==> src/rtl/mem_access_stage.sv <==
// MEM pipeline stage: valid/ready data-memory port, load extract/extend, stall generation, MEM/WB register.
// Optional build macro MEM_MISALIGN_CHECK_EN drops misaligned accesses and pulses misalign.
module mem_access_stage #(
  parameter int N = 32
) (
  input  logic         clk,
  input  logic         rst,
  input  logic         pipe_en,
  input  logic [N-1:0] ALUres,
  input  logic [N-1:0] wrData,
  input  logic [N-1:0] NPC4_IN,
  input  logic [6:0]   cwMEM,
  input  logic [4:0]   Rdest_in,
  output logic         dmem_req,
  output logic         dmem_we,
  output logic [N-1:0] dmem_addr,
  output logic [N-1:0] dmem_wdata,
  output logic [3:0]   dmem_be,
  input  logic         dmem_ready,
  input  logic         dmem_rvalid,
  input  logic [N-1:0] dmem_rdata,
  output logic         mem_stall,
  output logic         misalign,
  output logic [N-1:0] wb_data,
  output logic [4:0]   wb_rd,
  output logic         wb_we
);

  typedef enum logic [1:0] {IDLE, REQ, WAIT, DONE} state_t;

  state_t       state_q, state_d;
  logic [N-1:0] wb_data_q, wb_data_d, hold_q, hold_d;
  logic [4:0]   wb_rd_q, wb_rd_d;
  logic         wb_we_q, wb_we_d;

  logic         mem_rd, mem_wr, ld_unsigned, reg_wr, wb_link;
  logic [1:0]   size, a_lo;
  logic         access, is_store, mis, access_go, complete, req_raw;
  logic [7:0]   ld_b;
  logic [15:0]  ld_h;
  logic [N-1:0] load_ext, wb_next;

  assign mem_rd      = cwMEM[6];
  assign mem_wr      = cwMEM[5];
  assign size        = cwMEM[4:3];
  assign ld_unsigned = cwMEM[2];
  assign reg_wr      = cwMEM[1];
  assign wb_link     = cwMEM[0];
  assign a_lo        = ALUres[1:0];
  assign access      = mem_rd | mem_wr;
  assign is_store    = mem_wr & ~mem_rd;

`ifdef MEM_MISALIGN_CHECK_EN
  logic misalign_q, misalign_d;
  assign mis       = access & ((size == 2'b01 & a_lo[0]) | (size[1] & (a_lo != 2'b00)));
  assign misalign  = misalign_q;
  assign misalign_d = pipe_en & mis;
  always_ff @(posedge clk or posedge rst) begin
    if (rst) misalign_q <= 1'b0;
    else     misalign_q <= misalign_d;
  end
`else
  assign mis      = 1'b0;
  assign misalign = 1'b0;
`endif

  assign access_go = access & ~mis;

  // Store lane steering; size 11 is treated as a word.
  always_comb begin
    dmem_be    = 4'b1111;
    dmem_wdata = wrData;
    case (size)
      2'b00: begin
        dmem_be    = 4'b0001 << a_lo;
        dmem_wdata = {4{wrData[7:0]}};
      end
      2'b01: begin
        dmem_be    = 4'b0011 << {a_lo[1], 1'b0};
        dmem_wdata = {2{wrData[15:0]}};
      end
      default: ;
    endcase
  end

  assign ld_b = dmem_rdata[{a_lo, 3'b000} +: 8];
  assign ld_h = dmem_rdata[{a_lo[1], 4'b0000} +: 16];

  always_comb begin
    load_ext = dmem_rdata;
    case (size)
      2'b00:   load_ext = {{(N-8){~ld_unsigned & ld_b[7]}}, ld_b};
      2'b01:   load_ext = {{(N-16){~ld_unsigned & ld_h[15]}}, ld_h};
      default: ;
    endcase
  end

  assign wb_next = wb_link ? NPC4_IN : (mem_rd ? load_ext : ALUres);

  always_comb begin
    state_d  = state_q;
    req_raw  = 1'b0;
    complete = 1'b0;
    case (state_q)
      IDLE, REQ: begin
        if (access_go) begin
          req_raw = 1'b1;
          if (!dmem_ready)     state_d = REQ;
          else if (!is_store)  state_d = WAIT;
          else begin
            complete = 1'b1;
            state_d  = pipe_en ? IDLE : DONE;
          end
        end else begin
          state_d = IDLE;
        end
      end
      WAIT: begin
        if (dmem_rvalid) begin
          complete = 1'b1;
          state_d  = pipe_en ? IDLE : DONE;
        end
      end
      DONE: if (pipe_en) state_d = IDLE;
      default: state_d = IDLE;
    endcase
  end

  // Combinational port/stall outputs are forced low while reset is asserted.
  assign dmem_req  = req_raw & ~rst;
  assign dmem_we   = dmem_req & is_store;
  assign dmem_addr = {ALUres[N-1:2], 2'b00};
  assign mem_stall = access_go & ~complete & (state_q != DONE) & ~rst;

  always_comb begin
    wb_data_d = wb_data_q;
    wb_rd_d   = wb_rd_q;
    wb_we_d   = wb_we_q;
    hold_d    = hold_q;
    if (complete && !pipe_en) hold_d = wb_next;
    if (pipe_en) begin
      if (mem_stall || mis) begin
        wb_we_d = 1'b0;
      end else begin
        wb_we_d   = reg_wr;
        wb_rd_d   = Rdest_in;
        wb_data_d = (state_q == DONE) ? hold_q : wb_next;
      end
    end
  end

  always_ff @(posedge clk or posedge rst) begin
    if (rst) begin
      state_q   <= IDLE;
      wb_data_q <= '0;
      wb_rd_q   <= '0;
      wb_we_q   <= 1'b0;
      hold_q    <= '0;
    end else begin
      state_q   <= state_d;
      wb_data_q <= wb_data_d;
      wb_rd_q   <= wb_rd_d;
      wb_we_q   <= wb_we_d;
      hold_q    <= hold_d;
    end
  end

  assign wb_data = wb_data_q;
  assign wb_rd   = wb_rd_q;
  assign wb_we   = wb_we_q;

endmodule

==> config.mk <==
export PLATFORM = sky130hd
export DESIGN_NAME = mem_access_stage
export DESIGN_NICKNAME = d
export VERILOG_FILES = /design/src/rtl/mem_access_stage.sv
export SDC_FILE = /design/constraint.sdc
export NUM_CORES = 1
export LEC_CHECK = 0
export BUFFER_PORTS_ARGS = -buffer_cell sky130_fd_sc_hd__buf_2
export CORE_ASPECT_RATIO = 1.5
export CORE_MARGIN = 5
export CORE_UTILIZATION = 40
export DETAILED_ROUTE_END_ITERATION = 16
export PLACE_DENSITY = 0.72
export RECOVER_POWER = 25
export SYNTH_ARGS = -nofsm -noshare
export SYNTH_HDL_FRONTEND = slang
export SYNTH_SLANG_ARGS = --single-unit
==> constraint.sdc <==
create_clock -name clk -period 3.4 [get_ports clk]
set_input_delay 0.34 -clock clk [delete_from_list [all_inputs] [get_ports clk]]
set_output_delay 0.34 -clock clk [all_outputs]
set_load 0.02 [all_outputs]
==> reports/metrics.cfg <==
[clock_network]
tritoncts = yes
cts_resized = 0
cts.sinks = 72
h-tree-depth = 3
cts-buffers-inserted = 9
ctsHoldBuffers = 0
clk_pin_slew_ns = 0.06
ctsLongestPathBuffers = 2
root_buffer = clkbuf_16
cts_setup_buffers = 0
clk-insertion-delay-late_ns = 0.34

[floorplan]
initial_core_util_pct = 40.38
fp.dieW_um = 101.3
coreArea_um2 = 12390
die-area_um2 = 14890
ios = 255
die_y_um = 147.0
row_count = 50

[timing]
hold_viol = 0
skew_ns = 0.007547
rsz0062_at_grt = false
report.final.slew_viol_count = 0
fin_crit_ns = 2.162
setup_violations = 0
tns_ns = 0
finalWorstSetupSlack_ns = 1.238
relSlewSlack_pct = 9.104
max_freq_mhz = 462.5
finalCritPeriodShare_pct = 63.60
tightest_slew_ns = 1.362

[finish]
nets = 935
area_growth_pct = 25.89
drive_above_1_share_pct = 35.60
fin_util_pct = 50.84
fin_area_um2 = 6297

[critical_path]
regToRegSetupSlack_ns = 1.24
worstPathRequired_ns = 3.60
start_kind = flop
arrival_ns = 2.37
path_max_fanout = 28
critical_path_class = reg2reg
crit_path_end_kind = flop

[drt]
vias_per_cell = 5.338
vias = 5130
dr.pass1.iters = 5
drt-initial-drc-count = 272
wl_per_cell_um = 18.42
ant_nets = 0
wl_mm = 17.70
route.detailed.drc = 0

[synthesis]
ys_seq_area_share_pct = 36.02
synthTopCellsByArea = dfrtp_1, nand2_1, buf_4
synth_top_area_share_pct = 36.02
syn_inst = 606
syn_avg_cell_area_um2 = 8.255
synth_warnings = 0
synth_seq_cells = 72
syn-cell-area_um2 = 5002
yosysTopAreaCell = dfrtp_1
ys_types = 53

[global_route]
grt_usage_pct = 23.19
grt_pass1_vias = 5165
antenna_found_initial = 12
grt_overflow_total = 0
grt_max_degree = 40
grt_pass1_wl_mm = 27.09

[place]
dpl-instance-area_um2 = 5984
gp_congestion = 0.9113
pre_cts_ws_ns = 0.9062
hpwlAfterDp_mm = 13.98
portBuffers = 251

[worst_hold_path]
hp-class = in2reg

[run]
maxCapViolCount = 0

[outcome]
status = completed

[pwr]
cellPowerDensity_nw_per_um2 = 572.9
finalPower_mw = 3.607
ir_worst_vdd_mv = 0.3028
p_leak_nw = 3.008

-- kinds of logic (layout without fill, tap and decap cells) --
family	count (synthesis)	after routing	synth area share (%)
buffers and inverters	96	283	11.48
muxes	39	39	8.554
DFF	72	72	36.02
AOI/OAI and AO/OA	176	176	24.06
and+or+nand+nor	222	222	19.81
other	1	13	0.07497
-- layout by cell type, fill, tap and decap left out, types with 3 or more instances in the layout --
cell,count
nand2b_1,3
o22ai_1,22
diode_2,10
o31ai_1,6
dfrtp_1,72
a21o_1,14
mux2i_1,15
inv_6,3
mux2_2,20
nor2_1,58
nand3_1,15
nand4_1,7
buf_2,223
buf_4,8
clkbuf_16,9
o21ai_0,32
a21oi_1,14
nor2b_1,9
clkbuf_1,29
nand2_1,103
o221a_2,7
or3_1,8
a211o_1,18
inv_1,6
conb_1,3
a31oi_1,48
-- final timing paths --
| kind | from | end | cells past startpoint |
|---|---|---|---|
| max | state_q[1] | wb_data[7] | 5 |
| min | Rdest_in[0] | wb_rd[0] | 2 |
| max reg2reg | state_q[1] | wb_data[7] | 5 |
| min reg2reg | hold_q[12] | hold_q[12] | 2 |
| max in group asynchronous | rst | hold_q[18] | 3 |
| min in group asynchronous | rst | wb_data[15] | 2 |
-- cells in the mapped netlist, drive strengths merged --
cell	instances
conb	1
nor2b	9
nor4	2
a21oi	14
a22o	1
a311oi	1
and2	2
clkinv	1
a211o	18
o22ai	22
and3b	2
o2bb2ai	2
and2b	1
a221o	1
mux2i	15
clkbuf	28
inv	6
o31ai	6
and3	1
nand3	15
o2111ai	1
a21o	14
nor3	2
or2	1
nor2	60
mux2	24
o41a	1
a221oi	2
and4bb	1
dfrtp	72
o221a	7
a31oi	48
o221ai	2
or3	8
nand2	103
o211ai	1
nor3b	1
nand4	7
o21bai	1
nand2b	3
buf	61
o21ai	34
nor4b	2
nand3b	2
-- report_power, final --
group          switching [mW]  total [mW]  internal (mW)
registers               0.164        1.32           1.16
clock network           0.387        1.04          0.650
logic                   0.765        1.25          0.482
total                    1.32        3.61           2.29
-- through the flow --
step / hold WS, ns / instances
6_report: 0.2166 / 961
5_1_grt: 0.2186 / 960
4_1_cts: 0.1705 / 951
3_5_place_dp: 0.4636 / 935
3_3_place_gp: 0.4571 / 935
2_1_floorplan: 0.4458 / 608
-- registers in the layout, summed over array words and instances, names as in the netlist --
register,cells
wb_data,32
state_q,2
hold_q,32
wb_we,1
wb_rd,5
-- worst max-delay path, stage by stage (launching register included) --
cell      delay [ns]
dfrtp_1         0.52
and4bb_1        0.28
o41a_2          0.72
buf_4           0.33
nor2_1          0.11
a31oi_1         0.05
-- per-layer routing --
| metal | track usage, % | up-vias | wire [µm] |
|---|---|---|---|
| met3 | 4.656 | 36 | 1187 |
| met4 | 11.98 | 6 | 567 |
| met5 | 0 | - | 33 |
| met1 | 29.21 | 2381 | 7169 |
| li1 | - | 2517 | - |
| met2 | 37.09 | 190 | 8742 |
-- area by class of cell --
cell class | instances | area (µm²)
Antenna cell | 10 | 25.02
Sequential cell | 72 | 1802
Inverter | 7 | 26.28
Clock inverter | 7 | 101.3
Timing Repair Buffer | 260 | 1285
Fill cell | 1264 | 6090
Tap cell | 156 | 195.2
Clock buffer | 9 | 225.2
Multi-Input combinational cell | 440 | 2638
Power figures use the tool's default switching activity.
